===== config.mk =====
export PLATFORM = sky130hd
export DESIGN_NAME = mem_access_arbiter_flat
export DESIGN_NICKNAME = d
export VERILOG_FILES = /design/src/rtl/mem_access_arbiter_if.sv /design/src/rtl/mem_access_arbiter.sv /design/src/flat_wrapper.sv
export SDC_FILE = /design/constraint.sdc
export NUM_CORES = 1
export LEC_CHECK = 0
export CORE_AREA = 3 3 124 126
export CTS_BUF_LIST = sky130_fd_sc_hd__clkbuf_4 sky130_fd_sc_hd__clkbuf_8
export DETAILED_ROUTE_END_ITERATION = 8
export DIE_AREA = 0 0 127 129
export DONT_BUFFER_PORTS = 1
export PLACE_DENSITY = 0.53
export SLEW_MARGIN = 40
export SYNTH_ARGS = -nofsm -noshare
export SYNTH_HDL_FRONTEND = slang
export SYNTH_SLANG_ARGS = --single-unit

===== constraint.sdc =====
create_clock -name CCLK -period 2.05 [get_ports CCLK]
set_clock_uncertainty 0.1 [all_clocks]
set_input_delay 0.41 -clock CCLK [delete_from_list [all_inputs] [get_ports CCLK]]
set_output_delay 0.41 -clock CCLK [all_outputs]
set_load 0.01 [all_outputs]

===== src/rtl/mem_access_arbiter_if.sv =====
// ---------------------------------------------------------------------------
// mem_access_arbiter_if
//
// Bundles the signals between the arbiter and the rest of the system:
//   - instruction-fetch requester  (inst_req/inst_addr -> inst_ack/inst_rdata)
//   - load/store requester         (data_req/data_we/data_addr/data_wdata/
//                                   data_wstrb -> data_ack/data_rdata)
//   - single-beat AXI master channels AR, R, AW, W, B
//
// Modports:
//   master : the arbiter's view. It drives the requester acks and read data,
//            and drives the AXI master-side VALID/READY/address/data signals.
//   slave  : the environment's view. It drives the requests and the AXI
//            slave responses.
// ---------------------------------------------------------------------------
interface mem_access_arbiter_if;
    // Instruction-fetch requester
    logic        inst_req;
    logic [31:0] inst_addr;
    logic        inst_ack;
    logic [31:0] inst_rdata;

    // Load/store requester
    logic        data_req;
    logic        data_we;
    logic [31:0] data_addr;
    logic [31:0] data_wdata;
    logic [3:0]  data_wstrb;
    logic        data_ack;
    logic [31:0] data_rdata;

    // AXI read address / read data
    logic [31:0] araddr;
    logic        arvalid;
    logic        arready;
    logic [31:0] rdata;
    logic [1:0]  rresp;
    logic        rvalid;
    logic        rready;

    // AXI write address / write data / write response
    logic [31:0] awaddr;
    logic        awvalid;
    logic        awready;
    logic [31:0] wdata;
    logic [3:0]  wstrb;
    logic        wlast;
    logic        wvalid;
    logic        wready;
    logic [1:0]  bresp;
    logic        bvalid;
    logic        bready;

    modport master (
        input  inst_req, inst_addr,
        output inst_ack, inst_rdata,
        input  data_req, data_we, data_addr, data_wdata, data_wstrb,
        output data_ack, data_rdata,
        output araddr, arvalid,
        input  arready,
        input  rdata, rresp, rvalid,
        output rready,
        output awaddr, awvalid,
        input  awready,
        output wdata, wstrb, wlast, wvalid,
        input  wready,
        input  bresp, bvalid,
        output bready
    );

    modport slave (
        output inst_req, inst_addr,
        input  inst_ack, inst_rdata,
        output data_req, data_we, data_addr, data_wdata, data_wstrb,
        input  data_ack, data_rdata,
        input  araddr, arvalid,
        output arready,
        output rdata, rresp, rvalid,
        input  rready,
        input  awaddr, awvalid,
        output awready,
        input  wdata, wstrb, wlast, wvalid,
        output wready,
        output bresp, bvalid,
        input  bready
    );
endinterface


===== src/rtl/mem_access_arbiter.sv =====
// ---------------------------------------------------------------------------
// mem_access_arbiter
//
// Shares one single-beat AXI master port between an instruction-fetch
// requester and a load/store requester. Exactly one AXI transaction is in
// flight at a time. When both requesters ask in the same IDLE cycle, the one
// not granted last wins (round-robin); after reset the last grant is "inst",
// so data wins the first tie.
//
// Ports:
//   CCLK  in   core clock, all logic rising-edge
//   CRST  in   synchronous active-high reset; abandons any transaction
//   bus   ---  mem_access_arbiter_if.master (requester + AXI channels)
//   busy  out  high whenever the controller is not IDLE
//   err   out  sticky flag, set by any non-OKAY RRESP/BRESP, cleared by CRST
//
// Flow:  IDLE -> AR -> R -> DONE -> IDLE          (fetch or load)
//        IDLE -> AW_W -> B -> DONE -> IDLE        (store)
// Every AXI VALID/READY and every ACK is decoded from the state register and
// the per-channel "done" flags, never from requester inputs.
// ---------------------------------------------------------------------------
module mem_access_arbiter (
    input  logic                        CCLK,
    input  logic                        CRST,
    mem_access_arbiter_if.master        bus,
    output logic                        busy,
    output logic                        err
);

    typedef enum logic [2:0] {
        ST_IDLE = 3'd0,
        ST_AR   = 3'd1,
        ST_R    = 3'd2,
        ST_AW_W = 3'd3,
        ST_B    = 3'd4,
        ST_DONE = 3'd5
    } state_t;

    state_t      state_reg;
    state_t      state_next;

    // Transaction context captured on grant
    logic        owner_data_reg;   // 1: data requester owns the transaction
    logic        last_data_reg;    // 1: last grant went to data, 0: to inst
    logic        we_reg;
    logic [31:0] addr_reg;
    logic [31:0] wdata_reg;
    logic [3:0]  wstrb_reg;

    // AW and W complete independently; these remember which one finished
    logic        aw_done_reg;
    logic        w_done_reg;

    logic [31:0] rdata_reg;
    logic        err_reg;

    // Grant decision (only meaningful in IDLE)
    logic        req_any;
    logic        grant_data;
    logic        grant_store;

    // Handshake decodes
    logic        ar_hs;
    logic        aw_hs;
    logic        w_hs;
    logic        aw_ok;
    logic        w_ok;

    // -----------------------------------------------------------------------
    // Grant and handshake decodes
    // -----------------------------------------------------------------------
    assign req_any     = bus.inst_req | bus.data_req;
    // Data wins when it is the only requester, or on a tie when inst was
    // granted last.
    assign grant_data  = bus.data_req & (~bus.inst_req | ~last_data_reg);
    assign grant_store = grant_data & bus.data_we;

    assign ar_hs = (state_reg == ST_AR) & bus.arready;
    assign aw_hs = (state_reg == ST_AW_W) & ~aw_done_reg & bus.awready;
    assign w_hs  = (state_reg == ST_AW_W) & ~w_done_reg  & bus.wready;

    // A channel counts as complete if it finished earlier or finishes now;
    // this covers both handshakes landing in the same cycle.
    assign aw_ok = aw_done_reg | aw_hs;
    assign w_ok  = w_done_reg  | w_hs;

    // -----------------------------------------------------------------------
    // State register
    // -----------------------------------------------------------------------
    always_ff @(posedge CCLK) begin
        if (CRST) begin
            state_reg <= ST_IDLE;
        end else begin
            state_reg <= state_next;
        end
    end

    // -----------------------------------------------------------------------
    // Next-state logic
    // -----------------------------------------------------------------------
    always_comb begin
        state_next = state_reg;
        case (state_reg)
            ST_IDLE: begin
                if (req_any) begin
                    state_next = grant_store ? ST_AW_W : ST_AR;
                end
            end
            ST_AR: begin
                if (ar_hs) begin
                    state_next = ST_R;
                end
            end
            ST_R: begin
                if (bus.rvalid) begin
                    state_next = ST_DONE;
                end
            end
            ST_AW_W: begin
                if (aw_ok && w_ok) begin
                    state_next = ST_B;
                end
            end
            ST_B: begin
                if (bus.bvalid) begin
                    state_next = ST_DONE;
                end
            end
            ST_DONE: begin
                state_next = ST_IDLE;
            end
            default: begin
                state_next = ST_IDLE;
            end
        endcase
    end

    // -----------------------------------------------------------------------
    // Transaction context, channel progress, read data and error flag
    // -----------------------------------------------------------------------
    always_ff @(posedge CCLK) begin
        if (CRST) begin
            owner_data_reg <= 1'b0;
            last_data_reg  <= 1'b0;
            we_reg         <= 1'b0;
            addr_reg       <= 32'h0;
            wdata_reg      <= 32'h0;
            wstrb_reg      <= 4'h0;
            aw_done_reg    <= 1'b0;
            w_done_reg     <= 1'b0;
            rdata_reg      <= 32'h0;
            err_reg        <= 1'b0;
        end else begin
            case (state_reg)
                ST_IDLE: begin
                    // Requester inputs are looked at only here; everything
                    // the AXI side needs is frozen until DONE.
                    if (req_any) begin
                        owner_data_reg <= grant_data;
                        last_data_reg  <= grant_data;
                        we_reg         <= grant_store;
                        addr_reg       <= grant_data ? bus.data_addr : bus.inst_addr;
                        wdata_reg      <= bus.data_wdata;
                        wstrb_reg      <= bus.data_wstrb;
                        aw_done_reg    <= 1'b0;
                        w_done_reg     <= 1'b0;
                    end
                end
                ST_R: begin
                    if (bus.rvalid) begin
                        rdata_reg <= bus.rdata;
                        if (bus.rresp != 2'b00) begin
                            err_reg <= 1'b1;
                        end
                    end
                end
                ST_AW_W: begin
                    if (aw_hs) begin
                        aw_done_reg <= 1'b1;
                    end
                    if (w_hs) begin
                        w_done_reg <= 1'b1;
                    end
                end
                ST_B: begin
                    if (bus.bvalid && (bus.bresp != 2'b00)) begin
                        err_reg <= 1'b1;
                    end
                end
                default: begin
                end
            endcase
        end
    end

    // -----------------------------------------------------------------------
    // Output decode (state and registered flags only)
    // -----------------------------------------------------------------------
    always_comb begin
        bus.arvalid    = 1'b0;
        bus.rready     = 1'b0;
        bus.awvalid    = 1'b0;
        bus.wvalid     = 1'b0;
        bus.bready     = 1'b0;
        bus.inst_ack   = 1'b0;
        bus.data_ack   = 1'b0;
        bus.inst_rdata = 32'h0;
        bus.data_rdata = 32'h0;

        // Address/data come straight from the captured context, so they are
        // stable for as long as the matching VALID is high.
        bus.araddr = addr_reg;
        bus.awaddr = addr_reg;
        bus.wdata  = wdata_reg;
        bus.wstrb  = wstrb_reg;
        bus.wlast  = 1'b1;

        case (state_reg)
            ST_AR: begin
                bus.arvalid = 1'b1;
            end
            ST_R: begin
                bus.rready = 1'b1;
            end
            ST_AW_W: begin
                bus.awvalid = ~aw_done_reg;
                bus.wvalid  = ~w_done_reg;
            end
            ST_B: begin
                bus.bready = 1'b1;
            end
            ST_DONE: begin
                // Only the owner sees the ack and the returned word.
                if (owner_data_reg) begin
                    bus.data_ack = 1'b1;
                    if (!we_reg) begin
                        bus.data_rdata = rdata_reg;
                    end
                end else begin
                    bus.inst_ack   = 1'b1;
                    bus.inst_rdata = rdata_reg;
                end
            end
            default: begin
            end
        endcase
    end

    assign busy = (state_reg != ST_IDLE);
    assign err  = err_reg;

endmodule

===== src/flat_wrapper.sv =====
// flat-port wrapper written by rule: the top's interface ports become plain ports
module mem_access_arbiter_flat 
  (CCLK, CRST, busy, err, bus_inst_req, bus_inst_addr, bus_inst_ack, bus_inst_rdata, bus_data_req, bus_data_we, bus_data_addr, bus_data_wdata, bus_data_wstrb, bus_data_ack, bus_data_rdata, bus_araddr, bus_arvalid, bus_arready, bus_rdata, bus_rresp, bus_rvalid, bus_rready, bus_awaddr, bus_awvalid, bus_awready, bus_wdata, bus_wstrb, bus_wlast, bus_wvalid, bus_wready, bus_bresp, bus_bvalid, bus_bready);
  mem_access_arbiter_if bus_i ();
  input  logic CCLK;
  input  logic CRST;
  output logic busy;
  output logic err;
  input wire logic [$bits(bus_i.inst_req)-1:0] bus_inst_req;
  input wire logic [$bits(bus_i.inst_addr)-1:0] bus_inst_addr;
  output wire logic [$bits(bus_i.inst_ack)-1:0] bus_inst_ack;
  output wire logic [$bits(bus_i.inst_rdata)-1:0] bus_inst_rdata;
  input wire logic [$bits(bus_i.data_req)-1:0] bus_data_req;
  input wire logic [$bits(bus_i.data_we)-1:0] bus_data_we;
  input wire logic [$bits(bus_i.data_addr)-1:0] bus_data_addr;
  input wire logic [$bits(bus_i.data_wdata)-1:0] bus_data_wdata;
  input wire logic [$bits(bus_i.data_wstrb)-1:0] bus_data_wstrb;
  output wire logic [$bits(bus_i.data_ack)-1:0] bus_data_ack;
  output wire logic [$bits(bus_i.data_rdata)-1:0] bus_data_rdata;
  output wire logic [$bits(bus_i.araddr)-1:0] bus_araddr;
  output wire logic [$bits(bus_i.arvalid)-1:0] bus_arvalid;
  input wire logic [$bits(bus_i.arready)-1:0] bus_arready;
  input wire logic [$bits(bus_i.rdata)-1:0] bus_rdata;
  input wire logic [$bits(bus_i.rresp)-1:0] bus_rresp;
  input wire logic [$bits(bus_i.rvalid)-1:0] bus_rvalid;
  output wire logic [$bits(bus_i.rready)-1:0] bus_rready;
  output wire logic [$bits(bus_i.awaddr)-1:0] bus_awaddr;
  output wire logic [$bits(bus_i.awvalid)-1:0] bus_awvalid;
  input wire logic [$bits(bus_i.awready)-1:0] bus_awready;
  output wire logic [$bits(bus_i.wdata)-1:0] bus_wdata;
  output wire logic [$bits(bus_i.wstrb)-1:0] bus_wstrb;
  output wire logic [$bits(bus_i.wlast)-1:0] bus_wlast;
  output wire logic [$bits(bus_i.wvalid)-1:0] bus_wvalid;
  input wire logic [$bits(bus_i.wready)-1:0] bus_wready;
  input wire logic [$bits(bus_i.bresp)-1:0] bus_bresp;
  input wire logic [$bits(bus_i.bvalid)-1:0] bus_bvalid;
  output wire logic [$bits(bus_i.bready)-1:0] bus_bready;
  assign bus_i.inst_req = bus_inst_req;
  assign bus_i.inst_addr = bus_inst_addr;
  assign bus_inst_ack = bus_i.inst_ack;
  assign bus_inst_rdata = bus_i.inst_rdata;
  assign bus_i.data_req = bus_data_req;
  assign bus_i.data_we = bus_data_we;
  assign bus_i.data_addr = bus_data_addr;
  assign bus_i.data_wdata = bus_data_wdata;
  assign bus_i.data_wstrb = bus_data_wstrb;
  assign bus_data_ack = bus_i.data_ack;
  assign bus_data_rdata = bus_i.data_rdata;
  assign bus_araddr = bus_i.araddr;
  assign bus_arvalid = bus_i.arvalid;
  assign bus_i.arready = bus_arready;
  assign bus_i.rdata = bus_rdata;
  assign bus_i.rresp = bus_rresp;
  assign bus_i.rvalid = bus_rvalid;
  assign bus_rready = bus_i.rready;
  assign bus_awaddr = bus_i.awaddr;
  assign bus_awvalid = bus_i.awvalid;
  assign bus_i.awready = bus_awready;
  assign bus_wdata = bus_i.wdata;
  assign bus_wstrb = bus_i.wstrb;
  assign bus_wlast = bus_i.wlast;
  assign bus_wvalid = bus_i.wvalid;
  assign bus_i.wready = bus_wready;
  assign bus_i.bresp = bus_bresp;
  assign bus_i.bvalid = bus_bvalid;
  assign bus_bready = bus_i.bready;
  mem_access_arbiter u_core (.CCLK(CCLK), .CRST(CRST), .bus(bus_i), .busy(busy), .err(err));
endmodule

Yosys cells after proc, flatten, opt, wreduce, memory -nomap -nowiden. Cells that the tools add are included.

Input port bits: 146. Output and inout port bits: 174. Register bits after elaboration: 108. Logic and storage cells: 84.

Reduce and logical (&&, ||, !) cells: 14. Bitwise operators: 15. Mux-type cells: 31. Eq/ne operators: 14.

Operators with widths (count): 32-bit 2-to-1 mux (6); 1-bit 2-to-1 mux (15); 3-bit 2-to-1 mux (5); 3-bit case mux with 5 select lines (1); 2-bit by 1-bit inequality test with 1-bit output, second input constant (6); 2-bit nonzero test (4); 1-bit bitwise AND (7); 3-bit by 2-bit == test with 1-bit output, second input constant (2); 3-bit == test, second input constant (2); 2-bit inequality test, second input constant (3); 1-bit case mux with 2 select lines (3); 3-bit AND reduction (2); 5-bit AND reduction (1); 1-bit NOT (4); 1-bit bitwise OR (4); 2-bit AND reduction (2); 4-bit AND reduction (1); 3-bit by 1-bit == test with 1-bit output, second input constant (1); 3-bit logical NOT (1); 3-bit nonzero test (1); 1-bit logical AND (2); 2-bit 2-to-1 mux (1).

Logic depth before layout (Yosys ltp). Gate-level depths: netlist (run 1).

Word-level depth: 7. Gate-level depth with buffers: 7. Gate-level depth less buffers: 4.

Least setup slack after synthesis (run 1). Ideal clock, no wire load.

Path kind: reg2out. Start: reg u_core.state_reg[2]. End: out bus_data_rdata[10]. Data required time: 1.540 ns. Arrival time: 1.431 ns. Stages on the path, launching flop included: 7. Setup slack: 0.109 ns. Path buffers: 2. Cell sequence: dfxtp_1 buf_4 nor2b_1 and3_1 nor2b_1 clkbuf_1 and2_1.

Longest elaborated chain between the ends: 2.

RTL lines: start, declared (line mem_access_arbiter.sv:39) `state_t state_reg;`; start signal, assigned (line mem_access_arbiter.sv:94) `state_reg <= state_next;`; 3-bit == test (line mem_access_arbiter.sv:218) `case (state_reg)`; 32-bit 2-to-1 mux (line mem_access_arbiter.sv:218); end, declared (line flat_wrapper.sv:19) `output wire logic [$bits(bus_i.data_rdata)-1:0] bus_data_rdata;`.

No other way between the ends.

Final worst setup path (run 1).
Start: reg u_core.state_reg[2]. End: out bus_data_rdata[11].

Same word-level chain as after synthesis.

==> results of run 1 <==
-- metrics by stage --
stage | area, um^2 | power, mW
final | 5293 | 6.756
after global placement | 4850 | 5.392
after floorplan | 4927 | 5.349
after global routing | 5293 | 7.253
after detailed placement | 4850 | 5.479
after CTS | 5194 | 6.834
-- kinds of logic (layout without fill, tap and decap cells) --
kind of cell / count (synthesis) / in the layout / share of synthesized area (%)
other cells: 1 / 1 / 0.07611
compound gates: 115 / 115 / 13.89
flops: 108 / 108 / 43.88
buf+inv: 81 / 40 / 10.39
simple gates: 268 / 268 / 24.86
mux: 34 / 34 / 6.907
-- per-layer routing --
layer,up-vias,global-route usage (%)
met5,-,0
met1,1779,17.12
met3,12,4.898
li1,1870,-
met2,199,26.06
met4,0,7.066
-- how the worst max path moves through the flow --
| stage | startpoint | endpoint | slack (ns) | cells after the start |
|---|---|---|---|---|
| 2_1_floorplan | u_core.state_reg[2] | bus_data_rdata[10] | 0.11 | 6 |
| 3_3_place_gp | u_core.state_reg[2] | u_core.bus.araddr[30] | 0.25 | 6 |
| 3_5_place_dp | u_core.state_reg[2] | u_core.bus.araddr[30] | 0.21 | 6 |
| 4_1_cts | u_core.state_reg[2] | bus_data_rdata[14] | -0.09 | 5 |
| 5_1_grt | u_core.state_reg[2] | bus_data_rdata[11] | -0.14 | 5 |
| 6_report | u_core.state_reg[2] | bus_data_rdata[11] | -0.04 | 5 |
-- layout make-up --
| cell class | count | share of cell area (%) |
|---|---|---|
| Clock buffer | 11 | 2.861 |
| Clock inverter | 4 | 0.6147 |
| Inverter | 2 | 0.1418 |
| Multi-Input combinational cell | 418 | 45.44 |
| Sequential cell | 108 | 40.97 |
| Tap cell | 184 | 4.350 |
| Timing Repair Buffer | 23 | 5.626 |
-- synthesized netlist by cell type --
| library cell | n | area share [%] |
|---|---|---|
| conb_1 | 1 | 0.076 |
| a211oi_1 | 32 | 4.9 |
| inv_1 | 2 | 0.15 |
| dfxtp_1 | 108 | 44 |
| nor2_4 | 1 | 0.23 |
| o32a_1 | 1 | 0.20 |
| and3_1 | 1 | 0.13 |
| a21boi_0 | 1 | 0.15 |
| and2_1 | 65 | 8.3 |
| nor2_1 | 44 | 3.4 |
| or2_1 | 2 | 0.25 |
| buf_6 | 7 | 1.6 |
| nand3_1 | 1 | 0.10 |
| o22a_1 | 1 | 0.18 |
| clkbuf_1 | 22 | 1.7 |
| mux2i_1 | 34 | 6.9 |
| or3_4 | 1 | 0.23 |
| nand2b_1 | 2 | 0.25 |
| a211o_1 | 1 | 0.18 |
| o32ai_1 | 1 | 0.18 |
| o211ai_1 | 1 | 0.15 |
| nand2_1 | 141 | 11 |
| buf_4 | 37 | 5.6 |
| o21ai_0 | 1 | 0.10 |
| a21oi_1 | 74 | 7.5 |
| o211a_1 | 1 | 0.20 |
| buf_2 | 13 | 1.3 |
| nor3_1 | 5 | 0.51 |
| or3b_2 | 1 | 0.18 |
| nor2b_1 | 3 | 0.38 |
| o21a_1 | 1 | 0.15 |
| nor3b_2 | 1 | 0.25 |
-- repair_timing --
action | in CTS | in global routing
setup buffers | 2 | 2
endpoints found under the setup margin | 69 | 69
cloned | 2 | 2
endpoints found under the hold margin | 106 | 102
resized for setup | 37 | 30
pin swaps | 4 | 3
-- power breakdown --
part | internal, mW | switching (mW)
Sequential | 2.65 | 0.837
Clock | 0.511 | 0.742
Combinational | 0.815 | 1.20
==> impl_metrics.json, run 1 <==
{
  "top_layer": "met4",
  "arrival_ns": 1.58,
  "wl_met2_mm": 6.740,
  "drc": 0,
  "hold_viol_final": 9,
  "cts_tree": "yes",
  "grt_pass1_wl_mm": 19.57,
  "synth_cells": 607,
  "cts_sinks": 108,
  "first_iter_violations": 135,
  "r2r_slack_ns": 0.17,
  "die_x_um": 127,
  "worst_path_most_repeated_cell": "nor2b_4",
  "path_cells": "nor2b_4, and3_4, nor2b_4, buf_12, and2_1",
  "place_congestion": 0.8669,
  "min_period_over_period_pct": 101.7,
  "critPathTopFamily": "simple AND/OR/NAND/NOR gates",
  "dp_hpwl_mm": 9.468,
  "final_common_cell": "nand2_1",
  "hold_depth": 1,
  "grt-ovfl-total": 0,
  "hp-class": "in2reg",
  "violations": "negative hold slack, negative setup slack",
  "seq_area_mm2": 0.002168,
  "cts_hold_buf": 1,
  "vias": 3860,
  "dpl_worst_slack_ns": 0.2066,
  "final_cell_mix": "nand2_1 (140), dfxtp_1 (105), a21oi_1 (74)",
  "grt_pass1_vias": 3620,
  "setup_viol": 32,
  "final_layout_size_suffix_gt1_share_pct": 15.55,
  "syn_area_per_cell_um2": 8.117,
  "drt-total-wl_mm": 13.29,
  "synth.distinct_cells": 32,
  "yosysWarnings": 0,
  "final.setup.worst_slack_ns": -0.03567,
  "io_pins": 320,
  "multi_input_area_mm2": 0.002405,
  "report.final.slew_viol_count": 0,
  "holdCritStartpoint": "CRST",
  "status": "finished, violations left",
  "yosysSeqAreaShare_pct": 43.88,
  "root_buffer": "clkbuf_8",
  "final_cell_count_no_fill": 750,
  "worstReg2RegEnd": "u_core.bus.araddr[28]",
  "die_y_um": 129,
  "hold_path_end": "u_core.bus.wdata[17]",
  "layout.nets": 708,
  "tns_ns": -0.8403,
  "path_clk_slew_ns": 0.11,
  "critPathMaxStageDelay_ns": 0.34,
  "cp_slowest_cell": "dfxtp_2",
  "n_fill_cell": 1528,
  "ir_worst_vdd_mv": 0.8748,
  "drt_pass1_iterations": 4,
  "post-route-util_pct": 36.69,
  "crit_fanout": 32,
  "min_period_ns": 2.086,
  "cts_made_buffers": 9,
  "htree_levels": 3,
  "p_leak_nw": 2.007,
  "grt_max_degree": 110,
  "worst-setup-path-type": "reg2out",
  "holdWs_ns": -0.01105,
  "antenna_found_initial": 0,
  "diodes": 0,
  "setup.worst_path.end_class": "primary output",
  "ant_nets": 0,
  "worstPathBufferInverterCount": 1,
  "rr_worst_depth": 6,
  "clk_latency_ns": 0.38,
  "grt_usage_pct": 15.16,
  "initial_core_util_pct": 34.16,
  "power.density_mw_per_mm2": 1276,
  "ys_seq_elements": 108,
  "rows": 44,
  "ctsLongestPathBuffers": 2,
  "dr_wl_met3_mm": 1.298,
  "grt_setup_unrepaired": "yes",
  "placedCellCount": 728,
  "area_growth_pct": 7.415,
  "design.core.area_mm2": 0.01442,
  "die_area_mm2": 0.01638,
  "cp-start-kind": "flip-flop",
  "synth_area_mm2": 0.004927,
  "cap_violations": 0,
  "syn_nets": 753,
  "crit_required_ns": 1.54,
  "detail_route.wl_per_cell_um": 17.72,
  "numPortBuffers": 0,
  "reg2reg_from": "u_core.state_reg[1]",
  "wl_met1_mm": 5.007,
  "vias_per_cell": 5.147,
  "fmax_ghz": 0.4795
}
Note: power is estimated with default switching activity, not from simulation.
==> run 2: changes to the inputs <==
--- a/config.mk
+++ b/config.mk
@@ -5,10 +5,12 @@
 export SDC_FILE = /design/constraint.sdc
 export NUM_CORES = 1
 export LEC_CHECK = 0
-export CORE_AREA = 3 3 124 126
+export ABC_AREA = 1
+export CORE_AREA = 3 3 125 127
 export CTS_BUF_LIST = sky130_fd_sc_hd__clkbuf_4 sky130_fd_sc_hd__clkbuf_8
+export CTS_CLUSTER_DIAMETER = 40
 export DETAILED_ROUTE_END_ITERATION = 8
-export DIE_AREA = 0 0 127 129
+export DIE_AREA = 0 0 128 130
 export DONT_BUFFER_PORTS = 1
 export PLACE_DENSITY = 0.53
 export SLEW_MARGIN = 40
==> impl_metrics.json, run 2 <==
{
  "setup.worst_path.end_class": "primary output",
  "grt_max_degree": 68,
  "yosysWarnings": 0,
  "ir_worst_vdd_mv": 0.4597,
  "seq_area_mm2": 0.002168,
  "final_layout_size_suffix_gt1_share_pct": 17.59,
  "die_x_um": 128,
  "ant_nets": 0,
  "vias": 4285,
  "grt_pass1_vias": 3901,
  "synth_top_area_share_pct": 43.19,
  "drt-total-wl_mm": 14.50,
  "htree_levels": 3,
  "synth.most_common_cell": "inv_1",
  "final_cell_mix": "inv_1 (115), dfxtp_1 (105), nand2_1 (83)",
  "hold_path_end": "u_core.bus.wdata[6]",
  "synthTopCellsByArea": "dfxtp_1 (43%), inv_1 (8.6%), o21ai_0 (6.9%)",
  "area_growth_pct": 14.82,
  "fmax_ghz": 0.4727,
  "synthFlopType": "dfxtp_1",
  "cp-start-kind": "flip-flop",
  "cap_violations": 0,
  "syn_area_per_cell_um2": 7.182,
  "place_congestion": 0.7664,
  "path_clk_slew_ns": 0.10,
  "report.final.slew_viol_count": 0,
  "synth.distinct_cells": 28,
  "grt_pass1_wl_mm": 20.54,
  "crit_required_ns": 1.54,
  "yosys.area.top_type": "dfxtp_1",
  "r2r_slack_ns": 0.31,
  "io_pins": 320,
  "dr_wl_met3_mm": 1.364,
  "holdCritStartpoint": "bus_data_wdata[6]",
  "clk_latency_ns": 0.37,
  "ys_seq_elements": 108,
  "top_layer": "met4",
  "cts_tree": "yes",
  "post-route-util_pct": 39.55,
  "wl_met2_mm": 7.371,
  "diodes": 0,
  "violations": "negative setup slack",
  "layout.nets": 830,
  "numPortBuffers": 0,
  "antenna_found_initial": 0,
  "die_y_um": 130,
  "cts_made_buffers": 9,
  "initial_core_util_pct": 34.44,
  "min_period_over_period_pct": 103.2,
  "drt_pass1_iterations": 4,
  "crit_fanout": 16,
  "design.core.area_mm2": 0.01453,
  "ctsLongestPathBuffers": 2,
  "grt_setup_unrepaired": "yes",
  "n_fill_cell": 1482,
  "rr_worst_depth": 9,
  "synth_cells": 697,
  "power.density_mw_per_mm2": 1122,
  "hp-class": "in2reg",
  "p_leak_nw": 2.111,
  "reg2reg_from": "u_core.state_reg[1]",
  "die_area_mm2": 0.01664,
  "worst-setup-path-type": "reg2out",
  "arrival_ns": 1.61,
  "rows": 44,
  "yosysSeqAreaShare_pct": 43.19,
  "min_period_ns": 2.116,
  "wl_met1_mm": 5.388,
  "final.setup.worst_slack_ns": -0.06567,
  "worstReg2RegEnd": "u_core.rdata_reg[23]",
  "hold_viol_final": 0,
  "final_common_cell": "inv_1",
  "vias_per_cell": 4.914,
  "syn_nets": 843,
  "detail_route.wl_per_cell_um": 16.63,
  "hold_depth": 2,
  "ys_top_cells_by_count": "inv_1 (115), dfxtp_1 (108), nand2_1 (83)",
  "cts_sinks": 108,
  "drc": 0,
  "root_buffer": "clkbuf_8",
  "dp_hpwl_mm": 10.26,
  "synth_area_mm2": 0.005006,
  "multi_input_area_mm2": 0.002186,
  "placedCellCount": 844,
  "final_cell_count_no_fill": 872,
  "status": "finished, violations left",
  "grt_usage_pct": 15.88,
  "synth-edff-count": 0,
  "grt-ovfl-total": 0,
  "setup_viol": 47,
  "first_iter_violations": 219,
  "synth-async-reset-ratio_pct": 0
}
[run 2: changes by cell type after synthesis, moves of 29 or more]
| cell | change |
|---|---|
| a211oi_1 | -32 |
| o21bai_1 | +32 |
| and2_1 | -65 |
| nand3_1 | +43 |
| o21ai_0 | +68 |
| nand2_1 | -58 |
| mux2i_1 | -34 |
| inv_1 | +113 |
| nor2_1 | +29 |
[run 2: cell families (layout without fill, tap and decap cells)]
group | after synthesis | after routing | synth area share, %
AO/OA/AOI/OAI | 175 | 175 | 19.25
buffers and inverters | 195 | 186 | 18.72
flip-flops | 108 | 108 | 43.19
other | 1 | 1 | 0.07491
AND/OR/NAND/NOR | 218 | 218 | 18.77
[run 2: final cells by class]
| class | instances | area share (%) |
|---|---|---|
| clock buffers | 11 | 2.416 |
| clock inverters | 4 | 0.4571 |
| inverters | 123 | 8.293 |
| multi-input cells | 394 | 38.03 |
| flip-flops and latches | 108 | 37.72 |
| well taps | 184 | 4.005 |
| repair buffers | 45 | 8.293 |
| repair inverters | 3 | 0.7836 |
[run 2: metal layers]
metal  vias up  GRT usage [%]
met4         0          6.305
met3        21          5.772
met5         -              0
met1      1941          17.30
met2       212          28.16
li1       2111              -
[run 2: per-stage QoR]
step / setup slack [ns] / setup TNS (ns) / total power [mW] / instance area (um^2) / hold WS [ns]
3_5_place_dp: 0.1854 / 0 / 5.082 / 5081 / 0.3728
5_1_grt: -0.1815 / -8.042 / 6.926 / 5748 / 0.04068
2_1_floorplan: 0.2418 / 0 / 4.800 / 5006 / 0.3502
6_report: -0.06567 / -1.670 / 6.452 / 5748 / 0.07424
3_3_place_gp: 0.2404 / 0 / 5.020 / 5081 / 0.3614
4_1_cts: -0.09550 / -2.765 / 6.510 / 5649 / 0.04054
[run 2: repair_timing]
item | in CTS | in global routing
buffers inserted | 5 | 3
setup endpoints to repair | 64 | 66
hold buffers | 1 | 0
endpoints found under the hold margin | 1 | 0
gates resized for setup | 86 | 11
pin swaps | 1 | 5
gates cloned | 3 | 1
[run 2: critical path: stages (launching register included)]
cell	delay (ns)
dfxtp_2	0.37
inv_4	0.04
nor3_4	0.15
inv_2	0.08
nor2_4	0.11
nand2_4	0.08
clkbuf_16	0.18
nor2_1	0.09
buf_4	0.12
[run 2: power by group]
part	internal [mW]	total (mW)	leakage [nW]	switching, mW
Clock	0.464	1.16	0.0864	0.701
Combinational	0.654	1.93	1.14	1.28
Sequential	2.66	3.35	0.885	0.696
Total	3.78	6.45	2.11	2.68
[run 2: worst max path at each step]
| stage | startpoint | end | slack [ns] | cells after the start |
|---|---|---|---|---|
| 2_1_floorplan | u_core.state_reg[0] | bus_data_rdata[10] | 0.24 | 7 |
| 3_3_place_gp | u_core.state_reg[1] | bus_inst_rdata[27] | 0.24 | 6 |
| 3_5_place_dp | u_core.state_reg[1] | bus_inst_rdata[23] | 0.19 | 6 |
| 4_1_cts | u_core.state_reg[2] | bus_data_rdata[25] | -0.1 | 8 |
| 5_1_grt | u_core.state_reg[2] | bus_data_rdata[20] | -0.18 | 7 |
| 6_report | u_core.state_reg[2] | bus_data_rdata[0] | -0.07 | 8 |
